--- src/rtl/spi_regif_if.sv ---
`default_nettype none
// ============================================================================
//  Module      : spi_regif_if
//  Description : Register-file access bus between the SPI slave bridge
//                (master side) and the internal register file (slave side).
//  Revision    : 1.0 - initial release
// ============================================================================
interface spi_regif_if #(
    parameter int ADDR_W = 7,
    parameter int DATA_W = 8
) ();
    logic [ADDR_W-1:0] reg_addr_o;
    logic [DATA_W-1:0] reg_wdata_o;
    logic              reg_we_o;
    logic              reg_re_o;
    logic [DATA_W-1:0] reg_rdata_i;

    modport master (
        output reg_addr_o,
        output reg_wdata_o,
        output reg_we_o,
        output reg_re_o,
        input  reg_rdata_i
    );

    modport slave (
        input  reg_addr_o,
        input  reg_wdata_o,
        input  reg_we_o,
        input  reg_re_o,
        output reg_rdata_i
    );
endinterface
`default_nettype wire

--- src/rtl/spi_regif.sv ---
`default_nettype none
// ============================================================================
//  Module      : spi_regif
//  Description : SPI mode-0 slave bridging an external host to the register
//                file. Header = R/W bit (1 = write) + address, MSB first,
//                followed by any number of DATA_W-bit words. SCLK/CS/MOSI are
//                oversampled on clk_i. Optional abort reporting is compiled in
//                with the SPI_FRAME_ERR_EN macro.
//  Revision    : 1.0 - initial release
// ============================================================================
module spi_regif #(
    parameter int ADDR_W      = 7,
    parameter int DATA_W      = 8,
    parameter int SYNC_STAGES = 2,
    parameter int AUTO_INC    = 1
) (
    input  logic             clk_i,
    input  logic             rst_ni,
    input  logic             sclk_i,
    input  logic             cs_i,
    input  logic             mosi_i,
    output logic             miso_o,
    spi_regif_if.master      bus,
    output logic             busy_o,
    output logic             frame_err_o
);

    // Shift register only needs the bits that precede the final one of a
    // header (ADDR_W) or of a data word (DATA_W-1).
    localparam int                c_SH_W      = (ADDR_W > DATA_W - 1) ? ADDR_W : DATA_W - 1;
    localparam int                c_CNT_W     = 6;
    localparam logic [c_CNT_W-1:0] c_HDR_LAST  = c_CNT_W'(ADDR_W);
    localparam logic [c_CNT_W-1:0] c_WORD_LAST = c_CNT_W'(DATA_W - 1);
    localparam logic [ADDR_W-1:0] c_ADDR_STEP = (AUTO_INC != 0) ? ADDR_W'(1) : '0;

    typedef enum logic [1:0] {
        ST_IDLE   = 2'd0,
        ST_HEADER = 2'd1,
        ST_DATA   = 2'd2
    } state_t;

    // Chip select is synchronised in its active-high form so that a cleared
    // synchroniser reads as "inactive" and reset release never starts a frame.
    logic [SYNC_STAGES-1:0] r_sclk_sync;
    logic [SYNC_STAGES-1:0] r_cs_act_sync;
    logic [SYNC_STAGES-1:0] r_mosi_sync;

    state_t                 r_state;
    logic [c_CNT_W-1:0]     r_bit_cnt;
    logic [c_SH_W-1:0]      r_shift;
    logic [DATA_W-1:0]      r_miso_sh;
    logic                   r_write;
    logic                   r_load_pending;
    logic                   r_inc_pending;
    logic [ADDR_W-1:0]      r_addr;
    logic [DATA_W-1:0]      r_wdata;
    logic                   r_we;
    logic                   r_re;

    logic                   w_sclk_rise;
    logic                   w_sclk_fall;
    logic                   w_cs_act;
    logic                   w_mosi;
    logic [ADDR_W:0]        w_hdr;
    logic [DATA_W-1:0]      w_word;

    assign w_sclk_rise = r_sclk_sync[SYNC_STAGES-2] & ~r_sclk_sync[SYNC_STAGES-1];
    assign w_sclk_fall = ~r_sclk_sync[SYNC_STAGES-2] & r_sclk_sync[SYNC_STAGES-1];
    assign w_cs_act    = r_cs_act_sync[SYNC_STAGES-1];
    assign w_mosi      = r_mosi_sync[SYNC_STAGES-1];
    assign w_hdr       = {r_shift[ADDR_W-1:0], w_mosi};
    assign w_word      = {r_shift[DATA_W-2:0], w_mosi};

    // Oversample the SPI pins through SYNC_STAGES-deep synchronisers.
    always_ff @(posedge clk_i or negedge rst_ni) begin
        if (!rst_ni) begin
            r_sclk_sync   <= '0;
            r_cs_act_sync <= '0;
            r_mosi_sync   <= '0;
        end else begin
            r_sclk_sync   <= {r_sclk_sync[SYNC_STAGES-2:0], sclk_i};
            r_cs_act_sync <= {r_cs_act_sync[SYNC_STAGES-2:0], ~cs_i};
            r_mosi_sync   <= {r_mosi_sync[SYNC_STAGES-2:0], mosi_i};
        end
    end

    // Frame state machine: header decode, word assembly, strobes and MISO.
    always_ff @(posedge clk_i or negedge rst_ni) begin
        if (!rst_ni) begin
            r_state        <= ST_IDLE;
            r_bit_cnt      <= '0;
            r_shift        <= '0;
            r_miso_sh      <= '0;
            r_write        <= 1'b0;
            r_load_pending <= 1'b0;
            r_inc_pending  <= 1'b0;
            r_addr         <= '0;
            r_wdata        <= '0;
            r_we           <= 1'b0;
            r_re           <= 1'b0;
        end else begin
            r_we <= 1'b0;
            r_re <= 1'b0;

            // Post-write address step lands the cycle after the write strobe.
            if (r_inc_pending) begin
                r_addr        <= r_addr + c_ADDR_STEP;
                r_inc_pending <= 1'b0;
            end

            case (r_state)
                ST_IDLE: begin
                    r_bit_cnt      <= '0;
                    r_shift        <= '0;
                    r_miso_sh      <= '0;
                    r_load_pending <= 1'b0;
                    if (w_cs_act) begin
                        r_state <= ST_HEADER;
                    end
                end

                ST_HEADER: begin
                    if (!w_cs_act) begin
                        r_state <= ST_IDLE;
                    end else if (w_sclk_rise) begin
                        if (r_bit_cnt == c_HDR_LAST) begin
                            r_write        <= w_hdr[ADDR_W];
                            r_addr         <= w_hdr[ADDR_W-1:0];
                            r_re           <= ~w_hdr[ADDR_W];
                            r_load_pending <= ~w_hdr[ADDR_W];
                            r_bit_cnt      <= '0;
                            r_state        <= ST_DATA;
                        end else begin
                            r_shift   <= {r_shift[c_SH_W-2:0], w_mosi};
                            r_bit_cnt <= r_bit_cnt + 1'b1;
                        end
                    end
                end

                ST_DATA: begin
                    if (!w_cs_act) begin
                        // Partial word is dropped; address and write data hold.
                        r_state <= ST_IDLE;
                    end else begin
                        if (w_sclk_rise) begin
                            if (r_bit_cnt == c_WORD_LAST) begin
                                r_bit_cnt <= '0;
                                if (r_write) begin
                                    r_wdata       <= w_word;
                                    r_we          <= 1'b1;
                                    r_inc_pending <= (AUTO_INC != 0);
                                end else begin
                                    // Prefetch the next word of the burst.
                                    r_addr         <= r_addr + c_ADDR_STEP;
                                    r_re           <= 1'b1;
                                    r_load_pending <= 1'b1;
                                end
                            end else begin
                                r_shift   <= {r_shift[c_SH_W-2:0], w_mosi};
                                r_bit_cnt <= r_bit_cnt + 1'b1;
                            end
                        end
                        if (w_sclk_fall && !r_write) begin
                            if (r_load_pending) begin
                                r_miso_sh      <= bus.reg_rdata_i;
                                r_load_pending <= 1'b0;
                            end else begin
                                r_miso_sh <= {r_miso_sh[DATA_W-2:0], 1'b0};
                            end
                        end
                    end
                end

                default: begin
                    r_state <= ST_IDLE;
                end
            endcase
        end
    end

`ifdef SPI_FRAME_ERR_EN
    logic r_frame_err;

    // Flag a frame that ends mid-header or mid-word.
    always_ff @(posedge clk_i or negedge rst_ni) begin
        if (!rst_ni) begin
            r_frame_err <= 1'b0;
        end else begin
            r_frame_err <= !w_cs_act &&
                           ((r_state == ST_HEADER) ||
                            ((r_state == ST_DATA) && (r_bit_cnt != '0)));
        end
    end

    assign frame_err_o = r_frame_err;
`else
    assign frame_err_o = 1'b0;
`endif

    assign miso_o          = (r_state == ST_DATA) && !r_write && w_cs_act && r_miso_sh[DATA_W-1];
    assign busy_o          = (r_state != ST_IDLE);
    assign bus.reg_addr_o  = r_addr;
    assign bus.reg_wdata_o = r_wdata;
    assign bus.reg_we_o    = r_we;
    assign bus.reg_re_o    = r_re;

endmodule
`default_nettype wire
--- src/flat_wrapper.sv ---
// flat-port wrapper written by rule: the top's interface ports become plain ports
module spi_regif_flat 
#(
    parameter int ADDR_W      = 7,
    parameter int DATA_W      = 8,
    parameter int SYNC_STAGES = 2,
    parameter int AUTO_INC    = 1
)
  (clk_i, rst_ni, sclk_i, cs_i, mosi_i, miso_o, busy_o, frame_err_o, bus_reg_addr_o, bus_reg_wdata_o, bus_reg_we_o, bus_reg_re_o, bus_reg_rdata_i);
  spi_regif_if #(.ADDR_W(ADDR_W), .DATA_W(DATA_W)) bus_i ();
  input  logic clk_i;
  input  logic rst_ni;
  input  logic sclk_i;
  input  logic cs_i;
  input  logic mosi_i;
  output logic miso_o;
  output logic busy_o;
  output logic frame_err_o;
  output wire logic [$bits(bus_i.reg_addr_o)-1:0] bus_reg_addr_o;
  output wire logic [$bits(bus_i.reg_wdata_o)-1:0] bus_reg_wdata_o;
  output wire logic [$bits(bus_i.reg_we_o)-1:0] bus_reg_we_o;
  output wire logic [$bits(bus_i.reg_re_o)-1:0] bus_reg_re_o;
  input wire logic [$bits(bus_i.reg_rdata_i)-1:0] bus_reg_rdata_i;
  assign bus_reg_addr_o = bus_i.reg_addr_o;
  assign bus_reg_wdata_o = bus_i.reg_wdata_o;
  assign bus_reg_we_o = bus_i.reg_we_o;
  assign bus_reg_re_o = bus_i.reg_re_o;
  assign bus_i.reg_rdata_i = bus_reg_rdata_i;
  spi_regif #(.ADDR_W(ADDR_W), .DATA_W(DATA_W), .SYNC_STAGES(SYNC_STAGES), .AUTO_INC(AUTO_INC)) u_core (.clk_i(clk_i), .rst_ni(rst_ni), .sclk_i(sclk_i), .cs_i(cs_i), .mosi_i(mosi_i), .miso_o(miso_o), .bus(bus_i), .busy_o(busy_o), .frame_err_o(frame_err_o));
endmodule
--- config.mk ---
export PLATFORM = sky130hd
export DESIGN_NAME = spi_regif_flat
export DESIGN_NICKNAME = d
export VERILOG_FILES = /design/src/rtl/spi_regif_if.sv /design/src/rtl/spi_regif.sv /design/src/flat_wrapper.sv
export SDC_FILE = /design/constraint.sdc
export NUM_CORES = 1
export LEC_CHECK = 0
export ABC_AREA = 1
export CAP_MARGIN = 20
export CORE_UTILIZATION = 40
export CTS_CLUSTER_SIZE = 28
export DETAILED_ROUTE_END_ITERATION = 10
export GPL_TIMING_DRIVEN = 0
export PLACE_DENSITY = 0.61
export SYNTH_ARGS = -nofsm -noshare
export SYNTH_HDL_FRONTEND = slang
export SYNTH_SLANG_ARGS = --single-unit
export TNS_END_PERCENT = 10
--- constraint.sdc ---
create_clock -name clk_i -period 1.5 [get_ports clk_i]
set_clock_uncertainty 0.15 [all_clocks]
set_input_delay 0.375 -clock clk_i [delete_from_list [all_inputs] [get_ports clk_i]]
set_output_delay 0.375 -clock clk_i [all_outputs]
set_load 0.02 [all_outputs]
==> impl_metrics.json, run 1 <==
{
  "final_weighted_congestion_in_routability_driven_placement": 0.847,
  "synth_warnings": 0,
  "vdd_drop_max_uv": 674,
  "fraction_of_the_yosys_area_taken_by_sequential_cells_pct": 46.6,
  "most-common-layout-cells": "70 x sky130_fd_sc_hd__nand2_1, 44 x sky130_fd_sc_hd__dfrtp_1, 37 x sky130_fd_sc_hd__inv_1",
  "power_uw": 3420,
  "final-hold-violation-count": 0,
  "clock-root-buffer": "sky130_fd_sc_hd__clkbuf_8",
  "vias_in_the_first_global_route": 2096,
  "mean_instance_size_in_the_synthesized_netlist_um2": 8.24,
  "place.port_buffers": 31,
  "detailedRoute.firstIterationViolations": 99,
  "cp.arrival_ps": 1320,
  "totalWireLength_um": 5880,
  "leakage_power_total_uw": 0.00159,
  "end_kind": "output pin",
  "fraction_of_the_cycle_the_final_worst_path_needs_pct": 123,
  "cts_tree": "built",
  "worst_setup_timing_slack_at_the_placement_stage_ps": -602,
  "cts.reportedPaths.clkPinSlew_ps": 90,
  "num_io_pins": 33,
  "die_w_um": 82.3,
  "outcome": "complete, but fails checks",
  "max-clock-path-buffers": 2,
  "worst_skew_pair_latency_ps": 310,
  "drtAntennaViolNets": 0,
  "wl_per_cell_um": 13.4,
  "syn_area_um2": 2580,
  "tritoncts.num_buffers": 5,
  "power_density_nw_per_um2": 1040,
  "total_nets_after_synthesis": 332,
  "timing.critical_path.required_ps": 970,
  "final.setup.tns_ps": -6350,
  "synthCells": 313,
  "grt_antenna_before_repair": 0,
  "antenna_cells_inserted": 0,
  "placementRows": 28,
  "synth_largest_area_cell": "sky130_fd_sc_hd__dfrtp_1",
  "floorplan.initialDensity_pct": 42.6,
  "finalCriticalPeriod_ps": 1850,
  "cts.sinks": 48,
  "final_layout_size_suffix_gt1_share_pct": 28.4,
  "track_usage_pct": 19.5,
  "timing_max_transition_violations_final": 0,
  "htree_levels": 2,
  "grt_start_max_net_pins": 32,
  "hold_class": "flop to flop",
  "die_area_um2": 6770,
  "vias": 2204,
  "r2r_setup_slack_ps": -270,
  "core_region_area_um2": 6060,
  "netlist_top_cells_area": "sky130_fd_sc_hd__dfrtp_1 47%, sky130_fd_sc_hd__nand2_1 11%, sky130_fd_sc_hd__inv_1 6.1%",
  "die_h_um": 82.3,
  "final.setup.worst_slack_ps": -348,
  "vias_per_cell": 5.03,
  "synthDistinctLibCells": 33,
  "setup.worst_path.start_class": "flop",
  "setup.worst_path.class": "flop to output pin",
  "rsz_0062_raised_after_global_routing": "yes",
  "hpwl_um": 4280,
  "synthDominantCellAreaShare_pct": 46.6,
  "grt_pass1_wl_um": 9870,
  "globalRoute.totalOverflow": 0,
  "drt_pass1_iterations": 4,
  "mostFrequentLayoutCell": "sky130_fd_sc_hd__nand2_1",
  "postLayoutCoreUtil_pct": 54.2,
  "drcViolationCount": 0,
  "holdWs_ps": 203,
  "max_freq_mhz": 541,
  "layout-area-overhead-vs-synth_pct": 27.4,
  "ys_seq_elements": 48,
  "finalNetCount": 382,
  "maxCapViolCount": 0,
  "critical_path_peak_fanout": 4,
  "violations": "setup timing",
  "setup-violations-final": 43
}
cells in the mapped netlist, drive strengths merged:
| library cell | instances |
|---|---|
| nand2 | 78 |
| inv | 49 |
| dfrtp | 48 |
| o21ai | 33 |
| nor2 | 26 |
| nand3 | 24 |
| nor3 | 11 |
| o2111ai | 7 |
| ha | 6 |
| o22ai | 6 |
| buf | 5 |
| clkbuf | 4 |
| o211ai | 4 |
| nand4 | 3 |
| a21oi | 2 |
| xor2 | 2 |
| a31oi | 1 |
| conb | 1 |
| nor3b | 1 |
| o31ai | 1 |
| xnor2 | 1 |
kinds of logic after synthesis:
logic type,count (synthesis),share of synthesized area (%)
and+or+nand+nor,143,26.5
AOI/OAI and AO/OA,54,13.8
xor gates and xnor gates,3,1.02
adders and majority gates,6,2.91
other,1,0.145
buffers and inverters,58,9.07
DFF,48,46.6
path summary, 6_finish.rpt:
check / startpoint / end / depth (start not counted)
min in group asynchronous: rst_ni / u_core.r_bit_cnt[3] / 2
setup / recovery: u_core.r_state[0] / miso_o / 5
hold reg to reg: u_core.r_cs_act_sync[0] / u_core.r_cs_act_sync[1] / 0
max in group asynchronous: rst_ni / u_core.r_state[1] / 3
setup reg to reg: u_core.r_bit_cnt[0] / u_core.bus.reg_addr_o[4] / 9
hold / removal: u_core.r_cs_act_sync[0] / u_core.r_cs_act_sync[1] / 0
metal layers:
layer	GRT usage, %	wire length, um	vias to the layer above
met5	0	0	-
met4	8.07	132	0
met3	2.86	207	12
met2	32.0	2790	35
met1	25.7	2750	1042
li1	-	-	1115
metrics by stage:
| step | instances | instance area (um2) |
|---|---|---|
| after floorplan | 313 | 2660 |
| after global placement | 419 | 3070 |
| after detailed placement | 420 | 3080 |
| after CTS | 435 | 3250 |
| after global routing | 438 | 3290 |
| final | 438 | 3290 |
area by class of cell:
class / count / area (um2)
buffer: 8 / 61.3
clock buffer: 5 / 68.8
clock inverter: 2 / 12.5
fill: 602 / 2780
inverter: 49 / 194
multi-input combinational: 207 / 1280
sequential: 48 / 1210
tap: 75 / 93.8
timing repair buffer: 44 / 367
registers in the layout (all words and copies together), names as in the netlist:
signal                  cells
u_core.r_inc_pending        1
u_core.r_write              1
u_core.bus.reg_re_o         1
u_core.bus.reg_addr_o       7
u_core.r_sclk_sync          2
u_core.r_state              2
u_core.bus.reg_wdata_o      8
u_core.r_shift              7
u_core.r_load_pending       1
u_core.r_mosi_sync          2
u_core.r_cs_act_sync        2
u_core.r_miso_sh            8
u_core.r_bit_cnt            6
worst max-delay path, cell delays in order (launching register included):
cell and delay (ps):
sky130_fd_sc_hd__dfrtp_1 400, sky130_fd_sc_hd__inv_2 80, sky130_fd_sc_hd__ha_4 160, sky130_fd_sc_hd__nand2_4 60, sky130_fd_sc_hd__nor3_4 180, sky130_fd_sc_hd__buf_6 140
what timing repair did:
item / in CTS / in global routing
hold buffers: 1 / 0
resized for setup: 81 / 27
setup endpoints to repair: 60 / 49
setup buffers: 7 / 4
endpoints found under the hold margin: 17 / 0
pin swaps: 2 / 8
power by group:
group	leakage (uW)	switching, uW	internal [uW]
clock network	0.0000400	450	317
logic	0.000910	740	469
registers	0.000645	73.7	1370
(Power assumes the default switching activity.)
==> inputs of run 2 (changes only) <==
- CORE_UTILIZATION: 40 -> 50
- PLACE_DENSITY: 0.61 -> 0.74
- RECOVER_POWER: unset -> 100
- SLEW_MARGIN: unset -> 30
==> impl_metrics.json, run 2 (same netlist as run 1, synthesis figures left out) <==
{
  "clock-root-buffer": "sky130_fd_sc_hd__clkbuf_8",
  "place.port_buffers": 31,
  "holdWs_ps": 207,
  "globalRoute.totalOverflow": 0,
  "nFillCells": 399,
  "totalWireLength_um": 5780,
  "worst_path_max_delay_cell": "sky130_fd_sc_hd__dfrtp_1",
  "worstMarginPinSlew_ps": 651,
  "most-common-layout-cells": "66 x sky130_fd_sc_hd__nand2_1, 46 x sky130_fd_sc_hd__dfrtp_1, 38 x sky130_fd_sc_hd__inv_1",
  "end_kind": "output pin",
  "r2r_setup_slack_ps": -240,
  "power.combinational.fraction_pct": 36.0,
  "seq_area_um2": 1200,
  "fraction_of_the_cycle_the_final_worst_path_needs_pct": 122,
  "power_switching_uw": 1260,
  "htree_levels": 2,
  "track_usage_pct": 22.3,
  "final.setup.worst_slack_ps": -330,
  "power_density_nw_per_um2": 1040,
  "rr_worst_depth": 8,
  "finalNetCount": 390,
  "floorplan.initialDensity_pct": 53.2,
  "drt_pass1_iterations": 4,
  "drtAntennaViolNets": 0,
  "rsz_0062_raised_after_global_routing": "yes",
  "max_slew_headroom_pct": 56.6,
  "final_weighted_congestion_in_routability_driven_placement": 0.879,
  "power_frac_clock_pct": 22.8,
  "cp.arrival_ps": 1300,
  "grt_antenna_before_repair": 0,
  "max-clock-path-buffers": 2,
  "hold_class": "flop to flop",
  "critical_path_peak_fanout": 3,
  "vias_in_the_first_global_route": 2026,
  "mostFrequentLayoutCell": "sky130_fd_sc_hd__nand2_1",
  "placementRows": 25,
  "num_io_pins": 33,
  "maxCapViolCount": 0,
  "worst_hold_path.num_cells": 0,
  "layout-area-overhead-vs-synth_pct": 30.5,
  "drcViolationCount": 0,
  "multiInputGateArea_um2": 1300,
  "die_h_um": 73.8,
  "setup.worst_path.class": "flop to output pin",
  "pwr-share-seq_pct": 41.2,
  "grt_start_max_net_pins": 49,
  "die_area_um2": 5450,
  "vdd_drop_max_uv": 714,
  "timing.critical_path.required_ps": 970,
  "timing_max_transition_violations_final": 0,
  "cts.reportedPaths.clkPinSlew_ps": 80,
  "r2r-end": "u_core.r_miso_sh[6]",
  "worstHoldEndpoint": "u_core.r_cs_act_sync[1]",
  "final_layout_size_suffix_gt1_share_pct": 29.8,
  "detailedRoute.firstIterationViolations": 96,
  "violations": "setup timing",
  "worst_skew_pair_latency_ps": 300,
  "max_freq_mhz": 547,
  "final-hold-violation-count": 0,
  "cts_tree": "built",
  "cell_internal_pwr_uw": 2240,
  "wl_per_cell_um": 13.2,
  "tritoncts.num_buffers": 5,
  "worstReg2RegStart": "u_core.r_state[1]",
  "die_w_um": 73.8,
  "power_uw": 3500,
  "grt_pass1_wl_um": 9230,
  "cts.sinks": 48,
  "switching_share_pct": 36.0,
  "worstHoldStart": "u_core.r_cs_act_sync[0]",
  "hpwl_um": 3970,
  "crit_chain": "inv_2 -> ha_4 -> nand2_4 -> nor3_4 -> buf_6",
  "setup-violations-final": 42,
  "finalCriticalPeriod_ps": 1830,
  "antenna_cells_inserted": 0,
  "vias": 2230,
  "leakage_power_total_uw": 0.00165,
  "vias_per_cell": 5.08,
  "setup.worst_path.start_class": "flop",
  "core_region_area_um2": 4850,
  "max_stage_delay_ps": 400,
  "outcome": "complete, but fails checks"
}
==> run 2: worst max-delay path by stage <==
stage               cells past startpoint              start                        to  slack [ps]
floorplan                              10  u_core.r_state[0]       u_core.r_miso_sh[6]         -80
global placement                        1             rst_ni  u_core.bus.reg_addr_o[0]       -1670
CTS                                     6  u_core.r_state[0]                    miso_o        -390
detailed placement                      6  u_core.r_state[0]                    miso_o        -610
finish                                  5  u_core.r_state[0]                    miso_o        -330
global route                            5  u_core.r_state[0]                    miso_o        -410
==> run 2: critical path, delay by kind of cell (launching register included) <==
family,cells,cell delay (ps)
simple gates,2,230
buf+inv,2,220
flops,1,400
fa+ha+maj,1,160
==> run 2: per-layer routing <==
metal,vias to the layer above,part of all wire (%),global-route usage (%),routed length (um)
li1,1137,-,-,-
met2,49,49,35.8,2820
met1,1038,47,30.9,2700
met4,0,0.92,6.62,53
met3,6,3.6,3.84,208
met5,-,0,0,0
==> run 2: power by group through the flow <==
stage          sequential, uW  combinational, uW  clock (uW)
6_report                 1440               1260         797
5_1_grt                  1450               1390         874
4_1_cts                  1440               1110         825
3_5_place_dp             1470                989           0
3_3_place_gp             1470                977           0
2_1_floorplan            1460                731           0
==> run 2: repair_timing <==
action,4_1_cts,5_1_grt
gates resized for setup,84,28
endpoints found under the hold margin,48,0
hold buffers,1,0
pin swaps,3,6
cloned,0,1
setup buffers,10,9
setup endpoints to repair,60,51
==> run 2: cell type report <==
cell class	count	area share (%)
clock inverter	2	0.297
sequential	48	35.8
timing repair buffer	52	12.3
tap	67	2.49
clock buffer	6	2.45
inverter	49	5.84
multi-input combinational	207	38.7
buffer	8	2.16
==> run 2: through the flow <==
stage               cells  area (um2)  TNS (ps)  setup slack, ps  utilization (%)
floorplan             313        2660      -849            -79.3                -
global placement      411        3060    -79650            -1670             63.1
detailed placement    411        3060     -8890             -606             63.0
CTS                   430        3250     -6440             -389             67.1
global route          439        3370    -10070             -406             69.4
finish                439        3370     -6450             -330             69.4
